$ cat src/rtl/braille_round_ctrl.sv
// -----------------------------------------------------------------------------
// braille_round_ctrl
//   Round sequencer for the Braille trainer. Each session runs NUM_ROUNDS
//   rounds. A round fetches a target cell from an external registered ROM,
//   arms the 9-step countdown timer, and waits for either a key entry or
//   the timer's stop flag. It then scores the answer, holds for RESULT_HOLD
//   cycles, and advances to the next round.
//
//   Optional build macro:
//     BRAILLE_RETRY_EN - the first wrong entry of a round pulses `wrong` and
//                        keeps waiting on the same timer run. A second wrong
//                        entry, a correct entry, or a timeout ends the round.
//                        Without the macro, any wrong entry ends the round.
//
//   Reset is synchronous and active-low on `rst`. Every output is a register.
// -----------------------------------------------------------------------------
module braille_round_ctrl #(
   parameter int TICK_DIV    = 50000000, // clk cycles per timer decrement, >= 2
   parameter int NUM_ROUNDS  = 10,       // rounds per session, 1..2**ADDR_W
   parameter int ADDR_W      = 5,        // target ROM address width
   parameter int SCORE_W     = 4,        // score counter width
   parameter int RESULT_HOLD = 4         // idle cycles after a result, >= 1
) (
   input  logic              clk,
   input  logic              rst,
   input  logic              start,
   input  logic              key_valid,
   input  logic [5:0]        key_pat,
   output logic [ADDR_W-1:0] tgt_addr,
   input  logic [5:0]        tgt_pat,
   output logic              timer_rst,
   output logic              timer_dec,
   input  logic              timer_stop,
   output logic              correct,
   output logic              wrong,
   output logic              timeout,
   output logic [SCORE_W-1:0] score,
   output logic [ADDR_W-1:0] round,
   output logic              busy,
   output logic              done
);

   localparam int PS_W   = (TICK_DIV > 2) ? $clog2(TICK_DIV) : 1;
   localparam int HOLD_W = (RESULT_HOLD > 1) ? $clog2(RESULT_HOLD + 1) : 1;

   localparam logic [PS_W-1:0]    PS_LAST    = PS_W'(TICK_DIV - 1);
   // The decrement strobe is registered. It is scheduled one count early so
   // that it is high exactly while the prescaler holds TICK_DIV-1.
   localparam logic [PS_W-1:0]    PS_PRE     = PS_W'(TICK_DIV - 2);
   localparam logic [HOLD_W-1:0]  HOLD_LAST  = HOLD_W'(RESULT_HOLD - 1);
   localparam logic [ADDR_W-1:0]  ROUND_LAST = ADDR_W'(NUM_ROUNDS - 1);
   localparam logic [SCORE_W-1:0] SCORE_MAX  = {SCORE_W{1'b1}};

   typedef enum logic [2:0] {
      S_IDLE,
      S_LOAD,
      S_ARM,
      S_WAIT,
      S_RESULT,
      S_DONE
   } state_t;

   state_t             state;
   logic [5:0]         target;
   logic [PS_W-1:0]    prescaler;
   logic [HOLD_W-1:0]  hold_cnt;

   logic key_hit;     // entry matches the latched target
   logic take_retry;  // wrong entry that is forgiven once in this round
   logic leave_wait;  // WAIT resolves this cycle

   assign key_hit = (key_pat == target);

`ifdef BRAILLE_RETRY_EN
   logic retry;       // a wrong entry has already been forgiven this round
   assign take_retry = key_valid && !key_hit && !retry;
`else
   assign take_retry = 1'b0;
`endif

   // A key entry takes priority over the stop flag that arrives in the same cycle.
   assign leave_wait = key_valid ? !take_retry : timer_stop;

   // Session sequencer: state, datapath registers and all registered outputs.
   always_ff @(posedge clk) begin
      if (!rst) begin
         // NOTE: every register, including datapath ones, is cleared so a
         // mid-session reset leaves no stale target or count behind.
         state     <= S_IDLE;
         target    <= '0;
         prescaler <= '0;
         hold_cnt  <= '0;
         tgt_addr  <= '0;
         round     <= '0;
         score     <= '0;
         timer_rst <= 1'b0;
         timer_dec <= 1'b0;
         correct   <= 1'b0;
         wrong     <= 1'b0;
         timeout   <= 1'b0;
         busy      <= 1'b0;
         done      <= 1'b0;
`ifdef BRAILLE_RETRY_EN
         retry     <= 1'b0;
`endif
      end else begin
         // NOTE: non-blocking assignments throughout. A later assignment in
         // the same branch overrides these one-cycle pulse defaults.
         correct   <= 1'b0;
         wrong     <= 1'b0;
         timeout   <= 1'b0;
         timer_dec <= 1'b0;

         case (state)
            S_IDLE, S_DONE: begin
               timer_rst <= 1'b0;
               busy      <= 1'b0;
               done      <= (state == S_DONE);
               if (start) begin
                  state     <= S_LOAD;
                  score     <= '0;
                  round     <= '0;
                  tgt_addr  <= '0;
                  busy      <= 1'b1;
                  done      <= 1'b0;
                  timer_rst <= 1'b1;
               end
            end

            // The ROM output for the new address is valid during this cycle.
            S_LOAD: begin
               target    <= tgt_pat;
               timer_rst <= 1'b0;
               prescaler <= '0;
               state     <= S_ARM;
`ifdef BRAILLE_RETRY_EN
               retry     <= 1'b0;
`endif
            end

            // The timer is cleared during this single cycle and reloads to 9.
            S_ARM: begin
               timer_rst <= 1'b1;
               prescaler <= '0;
               state     <= S_WAIT;
            end

            S_WAIT: begin
               timer_rst <= 1'b1;
               prescaler <= (prescaler == PS_LAST) ? '0 : prescaler + 1'b1;

               if (key_valid) begin
                  if (key_hit) begin
                     correct <= 1'b1;
                     if (score != SCORE_MAX) begin
                        score <= score + 1'b1;
                     end
                  end else begin
                     wrong <= 1'b1;
                  end
`ifdef BRAILLE_RETRY_EN
                  if (take_retry) begin
                     retry <= 1'b1;
                  end
`endif
               end else if (timer_stop) begin
                  timeout <= 1'b1;
               end

               if (leave_wait) begin
                  state    <= S_RESULT;
                  hold_cnt <= '0;
               end else if (!timer_stop && prescaler == PS_PRE) begin
                  // No decrement once the timer has expired or the round is
                  // ending. The timer would otherwise wrap below zero.
                  timer_dec <= 1'b1;
               end
            end

            S_RESULT: begin
               timer_rst <= 1'b1;
               if (hold_cnt == HOLD_LAST) begin
                  if (round == ROUND_LAST) begin
                     state     <= S_DONE;
                     done      <= 1'b1;
                     busy      <= 1'b0;
                     timer_rst <= 1'b0;
                  end else begin
                     state    <= S_LOAD;
                     round    <= round + 1'b1;
                     tgt_addr <= tgt_addr + 1'b1;
                  end
               end else begin
                  hold_cnt <= hold_cnt + 1'b1;
               end
            end

            default: begin
               state     <= S_IDLE;
               timer_rst <= 1'b0;
               busy      <= 1'b0;
               done      <= 1'b0;
            end
         endcase
      end
   end

endmodule

$ cat config.mk
export PLATFORM = sky130hd
export DESIGN_NAME = braille_round_ctrl
export DESIGN_NICKNAME = d
export VERILOG_FILES = /design/src/rtl/braille_round_ctrl.sv
export SDC_FILE = /design/constraint.sdc
export NUM_CORES = 1
export LEC_CHECK = 0
export CORE_UTILIZATION = 60
export CTS_CLUSTER_SIZE = 30
export DETAILED_ROUTE_END_ITERATION = 6
export PLACE_DENSITY = 0.85
export SETUP_SLACK_MARGIN = 0.4
export SLEW_MARGIN = 20
export SYNTH_ARGS = -nofsm -noshare
export SYNTH_HDL_FRONTEND = slang
export SYNTH_SLANG_ARGS = --single-unit
export TNS_END_PERCENT = 20
$ cat constraint.sdc
create_clock -name clk -period 3.1 [get_ports clk]
set_clock_uncertainty 0.15 [all_clocks]
set_input_delay 0.62 -clock clk [delete_from_list [all_inputs] [get_ports clk]]
set_output_delay 0.62 -clock clk [all_outputs]
set_load 0.02 [all_outputs]
==> results of run 1 <==
[power groups by stage]
stage	clock, W	combinational [W]	sequential (W)
final	0.000748	0.000814	0.000927
after global routing	0.000792	0.000900	0.000939
after floorplan	0	0.000583	0.000932
after CTS	0.000751	0.000811	0.000925
after global placement	0	0.000769	0.000936
after detailed placement	0	0.000800	0.000941
[per-stage QoR]
stage,instance area (um^2),setup slack (ns),power [W]
after floorplan,3069,1.087,0.001515
after global placement,3485,0.6539,0.001706
after detailed placement,3485,0.6005,0.001742
after CTS,3697,0.8081,0.002487
after global routing,3697,0.6352,0.002632
final,3697,0.7778,0.002489
[logic make-up after synthesis]
| kind of cell | synth area share |
|---|---|
| xor+xnor | 0.04281 |
| flops | 0.3848 |
| mux | 0.03669 |
| simple gates | 0.2617 |
| buf+inv | 0.03832 |
| fa+ha+maj | 0.03261 |
| compound gates | 0.2030 |
[how the worst max path moves through the flow]
| stage | start | endpoint | slack [ns] | depth (start not counted) |
|---|---|---|---|---|
| final | state[0] | prescaler[15] | 0.78 | 6 |
| after global placement | rst | prescaler[16] | 0.65 | 6 |
| after global routing | state[0] | prescaler[15] | 0.64 | 6 |
| after floorplan | round[1] | round[1] | 1.09 | 7 |
| after CTS | state[0] | prescaler[15] | 0.81 | 6 |
| after detailed placement | rst | prescaler[16] | 0.60 | 6 |
[worst max-delay path: stages, from the launching register on]
cell and delay [ns]:
dfxtp_1 0.65, and3b_1 0.36, nand2_2 0.19, a21oi_4 0.18, buf_4 0.33, a31oi_1 0.16, a31oi_1 0.20
[cell type report]
| type | instances | area, um^2 | area share |
|---|---|---|---|
| Inverter | 11 | 41.29 | 0.01117 |
| Tap cell | 67 | 83.83 | 0.02267 |
| Timing Repair Buffer | 42 | 407.9 | 0.1103 |
| Multi-Input combinational cell | 278 | 1770 | 0.4788 |
| Clock buffer | 14 | 182.7 | 0.04941 |
| Clock inverter | 1 | 30.03 | 0.008122 |
| Sequential cell | 59 | 1181 | 0.3195 |
[registers in the layout, summed over array words and instances (netlist names), 3 cells and up]
name and count:
state 3, round 5, hold_cnt 3, target 6, score 4, prescaler 26
tgt_addr 5
[layout by cell type (no fill, tap or decap), types with 13 or more instances in the layout]
cell	n
nor2_1	32
nand2_1	35
a21oi_1	33
and3_1	14
a31oi_1	17
clkbuf_8	13
clkdlybuf4s50_1	37
o21ai_0	20
dfxtp_1	59
nand3_1	17
[per-layer routing]
layer	global-route usage	share of wire	vias to the layer above
li1	-	-	1403
met1	0.3932	0.45	1372
met2	0.4546	0.47	95
met3	0.05487	0.049	17
met4	0.1453	0.022	0
met5	0	0	-
==> results.json, run 1 <==
{
  "fin_setup_tns_ns": 0,
  "slew_violations": 0,
  "min_to": "done",
  "diodes": 0,
  "grt_setup_unrepaired": "no",
  "status": "complete, no violations",
  "fin_cells": 472,
  "io_pins": 38,
  "min_path_type": "register to register",
  "synthCells": 364,
  "ys_types": 58,
  "comb_power_share": 0.327,
  "finalCritPeriodShare": 0.7491,
  "gp_congestion": 0.8638,
  "initial_core_util": 0.6371,
  "layout_min_cycle_time_ns": 2.322,
  "cp.required_ns": 3.19,
  "track_usage": 0.2942,
  "max-slew-margin-rel": 0.6273,
  "postCtsHoldBufs": 0,
  "ys_async_sr_fraction": 0,
  "ys_top_cells_by_count": "59 x dfxtp_1, 35 x nand2_1, 33 x a21oi_1, 32 x nor2_1, 20 x o21ai_0",
  "crit_path_start_kind": "register",
  "worstSetupPathType": "register to register",
  "tritoncts": "built",
  "clock_latency_ns": 0.33,
  "dieArea_um2": 5405,
  "clockRootBuffer": "clkbuf_8",
  "syn_to_final_growth_pct": 20.46,
  "p_sw_w": 0.0008922,
  "die_y_um": 73.52,
  "antenna_found_initial": 0,
  "fmax_mhz": 430.6,
  "grt_pass1_vias": 2686,
  "core_area_um2": 4817,
  "maxCapViolCount": 0,
  "drive_gt1_frac": 0.08889,
  "htree_num_levels": 3,
  "hp-start": "done",
  "cts_setup_buffers": 0,
  "finalNetCount": 426,
  "yosysMostFrequentCell": "dfxtp_1",
  "p_sw_frac": 0.3585,
  "ff2ff_path_depth": 6,
  "grt_pass1_wl_um": 12320,
  "p_leak_nw": 1.386,
  "postSynthRegisterBits": 59,
  "cts_buffers": 9,
  "ys.flop_type": "dfxtp_1",
  "hold_ws_ns": 0.3315,
  "synth_edf_count": 0,
  "viasPerCell": 6.117,
  "synth_top_cell_area_share": 0.3848,
  "avgSynthCellArea_um2": 8.432,
  "r2r_start": "state[0]",
  "intPower_w": 0.001597,
  "port_buffers": 37,
  "die_w_um": 73.52,
  "drt-initial-drc-count": 171,
  "cellPowerDensity_nw_per_um2": 673.1,
  "syn_area_um2": 3069,
  "synth_top_area_cell": "dfxtp_1",
  "wl_per_cell_um": 15.40,
  "syn_nets": 389,
  "gr-total-overflow": 0,
  "grt_max_degree": 34,
  "r2r_slack_ns": 0.78,
  "num_rows": 25,
  "setup_viol": 0,
  "post-place-cells": 457,
  "finalHoldViolCount": 0,
  "seq_power_share": 0.372,
  "yosys_warnings": 0,
  "tightest_slew_ns": 0.5549,
  "cts_resized": 0,
  "remaining_drc_errors": 0,
  "ir_drop_v": 0.0004645,
  "first_pass_iters": 4,
  "path_max_fanout": 33,
  "vias": 2887,
  "clkTransAtPathRegs_ns": 0.06,
  "cts_buffer_depth": 2,
  "postRouteAntennaNets": 0,
  "r2r-end": "prescaler[15]",
  "end_kind": "register",
  "fin_util": 0.7675,
  "cts.sinks": 59,
  "dp_hpwl_um": 4982,
  "synth_area_leaders": "dfxtp_1 38%, a21oi_1 5.4%, nand2_1 4.3%, nor2_1 3.9%, a31oi_1 3.5%",
  "min_delay_path_depth": 2,
  "drt_wl_total_um": 7268,
  "p_clk_frac": 0.300,
  "yosysSeqAreaShare": 0.3848,
  "fillCellCount": 359,
  "arrival_ns": 2.42
}
(Power assumes the default switching activity.)
==> run 2, diff against run 1 <==
Settings changed: CORE_UTILIZATION 60 to 55, PLACE_DENSITY 0.85 to 0.79.
Clock period 3.1 ns to 2.4 ns, I/O delays scaled along.
==> run 2 against run 1 <==
Combinational power increased by 41%; critical path depth shrank 5; total power rose by 33%; register-to-register slack got worse by 0.40 ns; utilization down 3.1 points; clock power is 24% higher; sequential power up 33%; sequential cell count stayed put.
==> results.json, run 2 (synthesized netlist as in run 1, its figures left out) <==
{
  "cts.sinks": 59,
  "drt_wl_total_um": 7234,
  "postCtsHoldBufs": 0,
  "dp_hpwl_um": 5122,
  "crit_path_start_kind": "register",
  "p_total_w": 0.003307,
  "multi_input_area_um2": 1803,
  "antenna_found_initial": 0,
  "critPathMaxStageDelay_ns": 0.64,
  "io_pins": 38,
  "vias": 2888,
  "finalNetCount": 441,
  "cts_buffers": 9,
  "path_max_fanout": 5,
  "clkTransAtPathRegs_ns": 0.08,
  "dieArea_um2": 5883,
  "ir_drop_v": 0.0006999,
  "clock_latency_ns": 0.34,
  "die_y_um": 76.70,
  "path_cells": "clkdlybuf4s50_1",
  "status": "complete, no violations",
  "cts_buffer_depth": 2,
  "slew_violations": 0,
  "worstSetupPathType": "register to primary output",
  "layout_min_cycle_time_ns": 2.030,
  "gp_congestion": 0.7992,
  "htree_num_levels": 3,
  "min_path_type": "register to register",
  "syn_to_final_growth_pct": 25.68,
  "reg_top3": "prescaler (26), target (6)",
  "diodes": 0,
  "cp.required_ns": 1.77,
  "drt-initial-drc-count": 142,
  "end_kind": "primary output",
  "setup_viol": 0,
  "grt_max_degree": 34,
  "initial_core_util": 0.5860,
  "die_w_um": 76.70,
  "path_buf_inv": 1,
  "cpMaxStageDelayCell": "clkdlybuf4s50_1",
  "viasPerCell": 5.882,
  "drive_gt1_frac": 0.1449,
  "fillCellCount": 422,
  "final_common_cell": "dfxtp_1",
  "finalCritPeriodShare": 0.8458,
  "fmax_mhz": 492.6,
  "grt_pass1_vias": 2738,
  "largest_reg_flops": 26,
  "track_usage": 0.2623,
  "finalHoldViolCount": 0,
  "remaining_drc_errors": 0,
  "cellPowerDensity_nw_per_um2": 857.2,
  "port_buffers": 37,
  "p_leak_nw": 1.487,
  "wl_per_cell_um": 14.73,
  "clockRootBuffer": "clkbuf_8",
  "maxCapViolCount": 0,
  "core_area_um2": 5238,
  "max-slew-margin-rel": 0.6496,
  "grt_setup_unrepaired": "yes",
  "arrival_ns": 1.40,
  "grt_pass1_wl_um": 12390,
  "regMostFlops": "prescaler",
  "first_pass_iters": 4,
  "path_delay_family": "buffers and inverters",
  "fin_setup_tns_ns": 0,
  "num_rows": 26,
  "final_cell_mix": "55 x dfxtp_1, 35 x nand2_1, 34 x clkdlybuf4s50_1",
  "tritoncts": "built",
  "final-seq-area_um2": 1186,
  "postRouteAntennaNets": 0,
  "gr-total-overflow": 0,
  "tightest_slew_ns": 0.5221
}
run 2: cell types whose count changed in the layout (fill, tap and decap cells not counted), moves of 2 or more:
cell / delta
dfxtp_1: -4
dfxtp_2: +4
dlymetal6s2s_1: +2
clkbuf_8: -3
buf_4: +14
clkinvlp_4: +4
clkdlybuf4s50_1: -3
run 2: metal layers:
layer | track usage | vias to the layer above | share of wire
met4 | 0.1077 | 0 | 0.012
met5 | 0 | - | 0
met2 | 0.4393 | 76 | 0.50
met1 | 0.3164 | 1367 | 0.44
li1 | - | 1436 | -
met3 | 0.07024 | 9 | 0.046
run 2: path summary, 6_finish.rpt:
path          startpoint           to  slack (ns)  depth (start not counted)
max             score[1]     score[1]        0.37                          1
min reg2reg  hold_cnt[2]  hold_cnt[2]        0.31                          2
max reg2reg  hold_cnt[0]     round[1]        0.38                          8
min          hold_cnt[2]  hold_cnt[2]        0.31                          2
run 2: report_power, final:
group	switching (W)	total (W)	internal (W)
logic	0.000663	0.00115	0.000487
clock network	0.000425	0.000930	0.000505
registers	0.000144	0.00123	0.00108
run 2: cell type report:
cell class,instances,area share
Inverter,11,0.01070
Clock buffer,10,0.03568
Timing Repair Buffer,57,0.1392
Clock inverter,6,0.01687
Tap cell,70,0.02271
Sequential cell,59,0.3075
Multi-Input combinational cell,278,0.4674
run 2: metrics by stage:
stage / instance area (um^2) / hold WS, ns / cells / utilization / worst slack (ns)
after global routing: 3857 / 0.3261 / 491 / 0.7365 / 0.3144
after global placement: 3577 / 0.2883 / 470 / 0.6830 / 0.1360
after floorplan: 3070 / 0.2808 / 364 / - / 0.4724
after CTS: 3787 / 0.3095 / 487 / 0.7231 / 0.3507
after detailed placement: 3577 / 0.3024 / 470 / 0.6830 / 0.09633
final: 3857 / 0.3119 / 491 / 0.7365 / 0.3700
run 2: timing repair:
item	4_1_cts	5_1_grt
setup endpoints to repair	18	42
setup buffers	1	4
resized for setup	2	10
pin swaps	1	4
